`src/rtl/freq_sweep_analyzer_pkg.sv`:
```
// Shared types for the frequency sweep analyzer: FSM states,
// LUT step count and the per-period result record.
package freq_sweep_analyzer_pkg;

    localparam int LUT_STEPS    = 1024;
    localparam int REC_WORD_W   = 16;
    localparam int REC_PERIOD_W = 32;

    typedef enum logic [2:0] {
        IDLE,
        SETTLE,
        SKIP,
        MEASURE,
        REPORT
    } fsa_state_t;

    typedef struct packed {
        logic [REC_PERIOD_W-1:0]      period;
        logic signed [REC_WORD_W-1:0] max;
        logic signed [REC_WORD_W-1:0] min;
        logic [REC_WORD_W:0]          pp;
        logic                         no_data;
    } fsa_result_t;

endpackage

```
`src/rtl/freq_sweep_analyzer_minmax_tracker.sv`:
```
// Registered signed min/max tracker with a no-data flag.
// Clear loads max=most-negative, min=most-positive.
module minmax_tracker
    import freq_sweep_analyzer_pkg::*;
#(
    parameter int word_width = 16
) (
    input  logic                         clk,
    input  logic                         rst,
    input  logic                         clear,
    input  logic signed [word_width-1:0] sample,
    input  logic                         valid,
    output logic signed [word_width-1:0] max,
    output logic signed [word_width-1:0] min,
    output logic                         no_data
);

    localparam logic signed [word_width-1:0] MOST_NEG =
        {1'b1, {(word_width-1){1'b0}}};
    localparam logic signed [word_width-1:0] MOST_POS =
        {1'b0, {(word_width-1){1'b1}}};

    always_ff @(posedge clk or posedge rst) begin
        if (rst) begin
            max     <= MOST_NEG;
            min     <= MOST_POS;
            no_data <= 1'b1;
        end else if (clear) begin
            max     <= MOST_NEG;
            min     <= MOST_POS;
            no_data <= 1'b1;
        end else if (valid) begin
            if (sample > max) max <= sample;
            if (sample < min) min <= sample;
            no_data <= 1'b0;
        end
    end

endmodule

```
`src/rtl/freq_sweep_analyzer.sv`:
```
// Sweeps sine_gen period, measures filter output min/max per point.
// FREQ_SWEEP_MEAN_EN adds per-window sample sum/count outputs.
module freq_sweep_analyzer
    import freq_sweep_analyzer_pkg::*;
#(
    parameter int word_width    = 16,
    parameter int period_width  = 32,
    parameter int lut_steps     = LUT_STEPS,
    parameter int skip_osc      = 2,
    parameter int meas_osc      = 8,
    parameter int settle_cycles = 100
) (
    input  logic                           clk,
    input  logic                           rst,
    input  logic                           start,
    input  logic [period_width-1:0]        period_start,
    input  logic [period_width-1:0]        period_step,
    input  logic [period_width-1:0]        period_stop,
    output logic [period_width-1:0]        period_out,
    output logic                           gen_rst,
    input  logic signed [word_width-1:0]   sample_in,
    input  logic                           sample_valid,
    output logic                           res_valid,
    input  logic                           res_ready,
    output logic [period_width-1:0]        res_period,
    output logic signed [word_width-1:0]   res_max,
    output logic signed [word_width-1:0]   res_min,
    output logic [word_width:0]            res_pp,
    output logic                           res_no_data,
`ifdef FREQ_SWEEP_MEAN_EN
    output logic signed [word_width+period_width+13:0] res_sum,
    output logic [period_width+13:0]       res_count,
`endif
    output logic                           busy,
    output logic                           done
);

    localparam int LOG_STEPS = $clog2(lut_steps);
    localparam int CNT_W     = period_width + LOG_STEPS + 4;
    localparam logic [CNT_W-1:0] SETTLE_LAST = CNT_W'(settle_cycles - 1);

    fsa_state_t state, state_n;
    fsa_result_t rec;

    logic [CNT_W-1:0]        cnt, osc_len, skip_last, meas_last;
    logic [period_width-1:0] period_q, step_q, stop_q;
    logic [period_width:0]   next_period;
    logic [word_width:0]     pp_w;
    logic                    last, xfer, finish, track;
    logic signed [word_width-1:0] trk_max, trk_min;
    logic                    trk_no_data;

    assign osc_len   = CNT_W'(period_q) << LOG_STEPS;
    assign skip_last = osc_len * CNT_W'(skip_osc) - CNT_W'(1);
    assign meas_last = osc_len * CNT_W'(meas_osc) - CNT_W'(1);

    assign next_period = {1'b0, period_q} + {1'b0, step_q};
    assign finish = (step_q == '0) || next_period[period_width] ||
                    (next_period[period_width-1:0] > stop_q);
    assign xfer = (state == REPORT) && res_ready;

    always_comb begin
        state_n = state;
        last    = 1'b0;
        case (state)
            IDLE: if (start) state_n = SETTLE;
            SETTLE: begin
                last = (cnt == SETTLE_LAST);
                if (last) state_n = SKIP;
            end
            SKIP: begin
                last = (cnt == skip_last);
                if (last) state_n = MEASURE;
            end
            MEASURE: begin
                last = (cnt == meas_last);
                if (last) state_n = REPORT;
            end
            REPORT: if (xfer) state_n = finish ? IDLE : SETTLE;
            default: state_n = IDLE;
        endcase
    end

    always_ff @(posedge clk or posedge rst) begin
        if (rst) begin
            state    <= IDLE;
            cnt      <= '0;
            period_q <= '0;
            step_q   <= '0;
            stop_q   <= '0;
            done     <= 1'b0;
        end else begin
            state <= state_n;
            cnt   <= (state_n == state) ? cnt + CNT_W'(1) : '0;
            done  <= xfer && finish;
            if (state == IDLE && start) begin
                period_q <= (period_start == '0) ?
                            period_width'(1) : period_start;
                step_q   <= period_step;
                stop_q   <= period_stop;
            end else if (xfer && !finish) begin
                period_q <= next_period[period_width-1:0];
            end
        end
    end

    // The final MEASURE cycle is excluded so the record is frozen in REPORT.
    assign track = sample_valid && (state == MEASURE) && !last;

    minmax_tracker #(
        .word_width(word_width)
    ) u_trk (
        .clk     (clk),
        .rst     (rst),
        .clear   (state == SETTLE),
        .sample  (sample_in),
        .valid   (track),
        .max     (trk_max),
        .min     (trk_min),
        .no_data (trk_no_data)
    );

    assign pp_w = {trk_max[word_width-1], trk_max} -
                  {trk_min[word_width-1], trk_min};

    always_comb begin
        rec = '0;
        if (state == REPORT) begin
            rec.period  = REC_PERIOD_W'(period_q);
            rec.no_data = trk_no_data;
            if (!trk_no_data) begin
                rec.max = REC_WORD_W'(trk_max);
                rec.min = REC_WORD_W'(trk_min);
                rec.pp  = (REC_WORD_W+1)'(pp_w);
            end
        end
    end

    assign period_out  = period_q;
    assign gen_rst     = !(state == SKIP || state == MEASURE);
    assign busy        = (state != IDLE);
    assign res_valid   = (state == REPORT);
    assign res_period  = period_width'(rec.period);
    assign res_max     = word_width'(rec.max);
    assign res_min     = word_width'(rec.min);
    assign res_pp      = (word_width+1)'(rec.pp);
    assign res_no_data = rec.no_data;

`ifdef FREQ_SWEEP_MEAN_EN
    localparam int SUM_W = word_width + period_width + 14;
    localparam int NUM_W = period_width + 14;

    logic signed [SUM_W-1:0] sum_q;
    logic [NUM_W-1:0]        count_q;

    always_ff @(posedge clk or posedge rst) begin
        if (rst) begin
            sum_q   <= '0;
            count_q <= '0;
        end else if (state == SETTLE) begin
            sum_q   <= '0;
            count_q <= '0;
        end else if (track) begin
            sum_q   <= sum_q + SUM_W'(sample_in);
            count_q <= count_q + NUM_W'(1);
        end
    end

    assign res_sum   = res_valid ? sum_q : '0;
    assign res_count = res_valid ? count_q : '0;
`endif

endmodule

```
`config.mk`:
```
export PLATFORM = sky130hd
export DESIGN_NAME = freq_sweep_analyzer
export DESIGN_NICKNAME = d
export VERILOG_FILES = /design/src/rtl/freq_sweep_analyzer_pkg.sv /design/src/rtl/freq_sweep_analyzer_minmax_tracker.sv /design/src/rtl/freq_sweep_analyzer.sv
export SDC_FILE = /design/constraint.sdc
export NUM_CORES = 1
export LEC_CHECK = 0
export BUFFER_PORTS_ARGS = -buffer_cell sky130_fd_sc_hd__buf_2
export CAP_MARGIN = 10
export CORE_ASPECT_RATIO = 1.2
export CORE_MARGIN = 1.5
export CORE_UTILIZATION = 58
export CTS_CLUSTER_DIAMETER = 30
export DETAILED_ROUTE_END_ITERATION = 12
export PLACE_DENSITY = 0.82
export SYNTH_ARGS = -nofsm -noshare
export SYNTH_HDL_FRONTEND = slang
export SYNTH_SLANG_ARGS = --single-unit
export TNS_END_PERCENT = 10
```
`constraint.sdc`:
```
create_clock -name clk -period 6.2 [get_ports clk]
set_input_delay 0.31 -clock clk [delete_from_list [all_inputs] [get_ports clk]]
set_output_delay 0.31 -clock clk [all_outputs]
set_load 0.02 [all_outputs]
```
After elaboration in Yosys (flattened, before gate mapping)

Index checks and enable logic that the tools add are counted.
W data, S select, Z words.

Add/subtract/negate cells: 5
Reductions and logical operators: 22
Eq/ne operators: 8
Order comparisons: 3
Mux-type cells: 22

Operator list:

| cell                    | number |
|---|---|
| $mux W16                | 6 |
| $mux W32                | 3 |
| $eq A46 B46 Y1          | 2 |
| $mux W82                | 1 |
| $logic_not A32 Y1       | 2 |
| $mux W49                | 1 |
| $add A46 B1 Y46 const B | 1 |
| $eq A46 B7 Y1 const B   | 1 |
| $mux W46                | 1 |
| $sub A45 B1 Y46 const B | 1 |
| $sub A43 B1 Y44 const B | 1 |
| $add A32 B32 Y33        | 1 |
| $gt A32 B32 Y1          | 1 |
| $sub A16 B16 Y17        | 1 |
| $gt A16 B16 Y1          | 1 |
| $lt A16 B16 Y1          | 1 |
| $mux W3                 | 5 |
| $pmux W3 S5             | 1 |
| $reduce_bool A2 Y1      | 4 |
| $eq A3 B2 Y1 const B    | 2 |
| $logic_and A1 B1 Y1     | 6 |
| $reduce_and A2 Y1       | 2 |
| $eq A3 B1 Y1 const B    | 1 |
| $eq A3 B3 Y1            | 1 |
| other kinds (7)         | 13 |

Logic and storage cells: 69
Flip-flop bits (word level): 179
Input bits: 117
Output and inout port bits: 118

Depth between registers and ports, before layout

Word-level depth: 8
Mapped depth: 24
Depth with buffers taken out: 22

By module

A second synthesis with hierarchy kept.

Cell total of the unflattened synthesis: 1998
Area total of the unflattened synthesis: 15677.5 um2

Modules (own cells, without submodules):

| module              | seq. area each (um2) | cells an instance | area an instance (um2) | instances |
|---|---|---|---|---|
| freq_sweep_analyzer | 3653.5               | 1739              | 13241.4                | 1 |
| minmax_tracker      | 847.1                | 259               | 2436.1                 | 1 |

Least setup slack after synthesis

No wires, ideal clock.

Path kind: register to register
Start point: register period_q[1] (netlist: period_out[1])
End point: register cnt[1]
Period minus slack after synthesis: 5.753 ns
Path buffers: 2
Setup time: 0.135 ns
Arrival: 5.618 ns
Setup slack: 0.447 ns
Stages on the path, launching flop included: 22
Data required time: 6.065 ns
Cells stage by stage: dfrtp_1 inv_1 fa_1 nand2b_1 a211oi_1 o21ai_0 o21ai_0 a21oi_1 o31ai_1 a21boi_0 xnor2_1 ha_1 nand4_1 or4bb_1 nand2b_1 a211oi_1 nand3_1 a21oi_1 or3_1 buf_2 buf_2 nor3b_1

Word-level cells in the longest chain between the ends: 8
Elaborated cells on any way between the ends: 15
Those cells by class: add/sub: 3; order compare: 1; eq/ne: 3; mux: 6; reduce/logical: 2

RTL lines:

| item                                                        | line                                                 | RTL |
|---|---|---|
| start, declared                                             | freq_sweep_analyzer.sv:46                            | `logic [period_width-1:0] period_q, step_q, stop_q;` |
| start signal, assigned                                      | freq_sweep_analyzer.sv:97                            | `period_q <= (period_start == '0) ?` |
| start signal, assigned                                      | freq_sweep_analyzer.sv:102                           | `period_q <= next_period[period_width-1:0];` |
| $add A32 B32 Y33                                            | freq_sweep_analyzer.sv:57                            | `assign next_period = {1'b0, period_q} + {1'b0, step_q};` |
| $gt A32 B32 Y1 / $logic_or A1 B1 Y1 (equally long branches) | freq_sweep_analyzer.sv:59, freq_sweep_analyzer.sv:58 |  |
| $logic_or A1 B1 Y1                                          | freq_sweep_analyzer.sv:58                            | `assign finish = (step_q == '0) \|\| next_period[period_width] \|\|` |
| $mux W1                                                     | freq_sweep_analyzer.sv:79                            | `REPORT: if (xfer) state_n = finish ? IDLE : SETTLE;` |
| $mux W3                                                     | freq_sweep_analyzer.sv:79                            |  |
| $pmux W3 S5 *                                               | freq_sweep_analyzer.sv:65                            | `case (state)` |
| $eq A3 B3 Y1 *                                              | freq_sweep_analyzer.sv:94                            | `cnt <= (state_n == state) ? cnt + CNT_W'(1) : '0;` |
| $mux W46 *                                                  | freq_sweep_analyzer.sv:94                            |  |
| end signal, assigned                                        | freq_sweep_analyzer.sv:94                            |  |
| end, declared                                               | freq_sweep_analyzer.sv:45                            | `logic [CNT_W-1:0] cnt, osc_len, skip_last, meas_last;` |

Mark *: on every way between the ends. The rest lies on a longest branch, timed or not.
A chain may end at the register's enable or synchronous reset.

Final worst setup path

Start point: register period_q[1] (netlist: period_out[1])
End point: register period_q[29] (netlist: period_out[29])

Word-level cells in the longest chain between the ends: 6
Elaborated cells on any way between the ends: 9
Those cells by class: add/sub: 1; order compare: 1; mux: 2; reduce/logical: 5

RTL lines:

| item                                                        | line                                                 | RTL |
|---|---|---|
| $add A32 B32 Y33 *                                          | freq_sweep_analyzer.sv:57                            |  |
| $gt A32 B32 Y1 / $logic_or A1 B1 Y1 (equally long branches) | freq_sweep_analyzer.sv:59, freq_sweep_analyzer.sv:58 |  |
| $logic_or A1 B1 Y1                                          | freq_sweep_analyzer.sv:58                            |  |
| $logic_not A1 Y1                                            | freq_sweep_analyzer.sv:101                           | `end else if (xfer && !finish) begin` |
| $logic_and A1 B1 Y1                                         | freq_sweep_analyzer.sv:101                           |  |
| $reduce_bool A2 Y1 (no line)                                | n/a                                                  |  |

Mark *: on every way between the ends. The rest lies on a longest branch, timed or not. The select of a mux whose other input is x is not followed.

==> summary.md <==
| Metric | Value |
|---|---|
| Critical-path cell list | `inv_1, fa_1, nand2b_1, a211oi_2, o21ai_0, o21ai_1, a21oi_1, o31ai_1, buf_4, a21oi_1, nor2_1, xnor2_1, ha_1, nand4_1, or4bb_1, nand2b_1, a211oi_1, nand3_1, a21o_2, nand2_1, buf_4, o221a_2` |
| First-pass GRT wire length | `75.0 mm` |
| Pre-CTS WS | `0.321 ns` |
| Core area | `0.0247 sq mm` |
| Largest cells by area after synthesis | `dfrtp_1, ha_1, nand2_1` |
| Final std cells w/o fill | `2,305` |
| Congestion Overflow GR | `0` |
| Top-count cell post-synth | `nand2_1` |
| Slew margin rel. | `29.5%` |
| Largest net degree at the start of global routing | `107` |
| Slowest-stage cell, CP | `or4bb_1` |
| Worst path max stage delay | `0.49 ns` |
| CTS Sinks | `179` |
| Syn_area_per_cell | `8.15 sq um` |
| Post-route clock period utilization | `93.0%` |
| Detail Placement HPWL | `36.0 mm` |
| Die X | `147 microns` |
| CP Class | `reg2reg` |
| DR vias/cell | `6.25` |
| Antenna violations before repair | `3` |
| Critical Path AT | `6.15 ns` |
| Clock transition at path regs | `0.08 ns` |
| Post-synth ARST share | `100%` |
| Row cnt | `63` |
| Die ar. | `0.0260 sq mm` |
| Die Y | `176 microns` |
| Post-synth top area cell | `dfrtp_1` |
| CP max FO | `24` |
| Synth warn | `0` |
| Hold Vio Cnt, Final | `0` |
| Starting density of the core | `58.8%` |
| Final Wtd Congestion | `1.02` |
| Leakage | `8.06 nW` |
| # DRC | `0` |
| Syn nets | `2,011` |
| Required time worst endpoint | `6.58 ns` |
| Worst Clk Skew | `0.0131 ns` |
| Post-synth top area share | `28.0%` |
| Top_reg_cell synth | `dfrtp_1` |
| Mapped Cells | `1,779` |
| Worst-Margin Slew | `1.06 ns` |
| Final net count | `2,195` |
| DR pass1 iterations | `5` |
| Synth unique cells | `72` |
| CP startpoint kind | `flip-flop` |
| Hold WC Path Type | `in2reg` |
| Placed cells | `2,268` |
| WL/cell | `20.6 microns` |
| Fmax | `0.173 GHz` |
| PwrDens | `493 mW/mm^2` |
| Area grow syn2layout | `14.0%` |
| Clk buf depth | `2` |
| Via count | `14.4k` |
| Drt initial violations | `1,231` |
| Worst skew pair latency | `0.45 ns` |
| Crit path capture type | `flip-flop` |
| Buffers added on ports | `234` |
| Top cells by count, synth | `nand2_1, dfrtp_1, nor2_1, ha_1, inv_1` |
| Slew Viols, Final | `0` |
| Share of cells above drive strength 1 | `18.3%` |
| EDFF count, synth | `0` |
| Outcome | `finished clean` |
| Max VDD drop | `0.424 mV` |
| CTS H-Tree Depth | `4` |
| CTS tree | `done` |
| Max Cap Viol | `0` |
| Sequential fraction of the synthesis area | `31.0%` |
| Setup TNS | `0 ns` |
| Post-Synthesis Cell Area | `0.0145 sq mm` |
| Setup ws final | `0.432 ns` |
| Total chip power | `0.00815 W` |
| Post CTS Setup Buffer Count | `0` |
| Clk root buf | `clkbuf_16` |
| Synth Register Bits | `179` |
| # setup viols final | `0` |
| Core Util, Final | `67.0%` |
| Vias in the first global route | `13.8k` |
| Tot GR Track Use | `37.0%` |
| Final WL | `47.6 mm` |
| I/O pin count | `235` |
| RSZ-0062 raised after global routing | `no` |
| ANT nets after route | `0` |
| Tmin final | `5.77 ns` |
| TritonCTS buffer count | `17` |
-- flip-flops by register name, summed over array words and instances (netlist names) --
name and cells:
state 3, period_out 32, step_q 32, cnt 46, u_trk.min 16, done 1
u_trk.max 16, stop_q 32, u_trk.no_data 1
-- logic make-up after synthesis --
kind of cell | after synthesis | synth area share [%]
buffers and inverters | 223 | 6.23
adder cells (fa/ha/maj) | 116 | 10.1
AO/OA/AOI/OAI | 330 | 15.0
XOR/XNOR | 156 | 9.80
flip-flops | 179 | 31.0
multiplexers | 34 | 2.49
AND/OR/NAND/NOR | 741 | 25.4
-- final timing paths --
path / start / endpoint / slack [ns] / cells after the start
worst min register to register: stop_q[0] / stop_q[0] / 0.49 / 2
min in group asynchronous: rst / cnt[2] / 0.50 / 3
worst min-delay path: period_step[29] / step_q[29] / 0.06 / 3
worst max-delay path: period_out[1] / period_out[29] / 0.43 / 22
max in group asynchronous: rst / step_q[6] / 4.43 / 4
worst max register to register: period_out[1] / period_out[29] / 0.43 / 22
-- worst max-delay path, delay by kind of cell (launching register included) --
family / cells / cell delay [ns]
adders and majority gates: 2 / 0.79
xor gates and xnor gates: 1 / 0.10
AOI/OAI and AO/OA: 9 / 2.29
and+or+nand+nor: 7 / 1.37
buffers and inverters: 3 / 0.65
DFF: 1 / 0.48
-- through the flow --
step / hold slack, ns / cell area [sq um]
floorplan: 0.372 / 14500
global placement: 0.439 / 15900
detailed placement: 0.446 / 15900
CTS: 0.0426 / 16500
global route: 0.0640 / 16500
finish: 0.0561 / 16500
-- per-layer routing --
| metal | vias up | track usage [%] | wire length (microns) |
|---|---|---|---|
| met5 | - | 0 | 0 |
| met4 | 0 | 21.3 | 2800 |
| met3 | 186 | 5.14 | 3540 |
| met2 | 698 | 58.8 | 21600 |
| met1 | 6845 | 48.4 | 19600 |
| li1 | 6666 | - | - |
-- cell type report --
class / instances / area (sq um)
fill: 2074 / 8130
sequential: 179 / 4500
timing repair buffer: 275 / 1490
inverter: 113 / 429
multi-input combinational: 1377 / 9120
clock buffer: 23 / 488
clock inverter: 9 / 93.8
antenna: 4 / 10.0
tap: 325 / 407
-- cells in the final DEF, fill, tap and decap left out, drive strengths merged, types with 10 or more instances in the layout --
cell type,instances
nand4,38
or4,15
a2bb2oi,19
a211oi,12
nand2,220
a31oi,10
inv,116
dfrtp,162
a21o,34
o31ai,12
or3,14
and2,13
mux2,17
and4,10
dfstp,17
nor2,151
clkbuf,23
a21oi,67
and3,42
mux2i,17
nand2b,13
o21ai,94
xor2,61
nand3,46
nor4,51
nor3,89
xnor2,91
nor2b,12
ha,113
buf,274
-- power by group --
group	leakage [nW]	total, W	switching, W	internal, W
clock network	0.274	0.00110	0.000496	0.000601
logic	5.56	0.00509	0.00308	0.00201
registers	2.23	0.00196	0.000441	0.00152
-- what timing repair did --
action | 4_1_cts | 5_1_grt
hold buffers | 1 | 0
endpoints found under the hold margin | 57 | 0
gates resized for setup | 0 | 3
setup endpoints to repair | 0 | 74
Power figures use the tool's default switching activity.
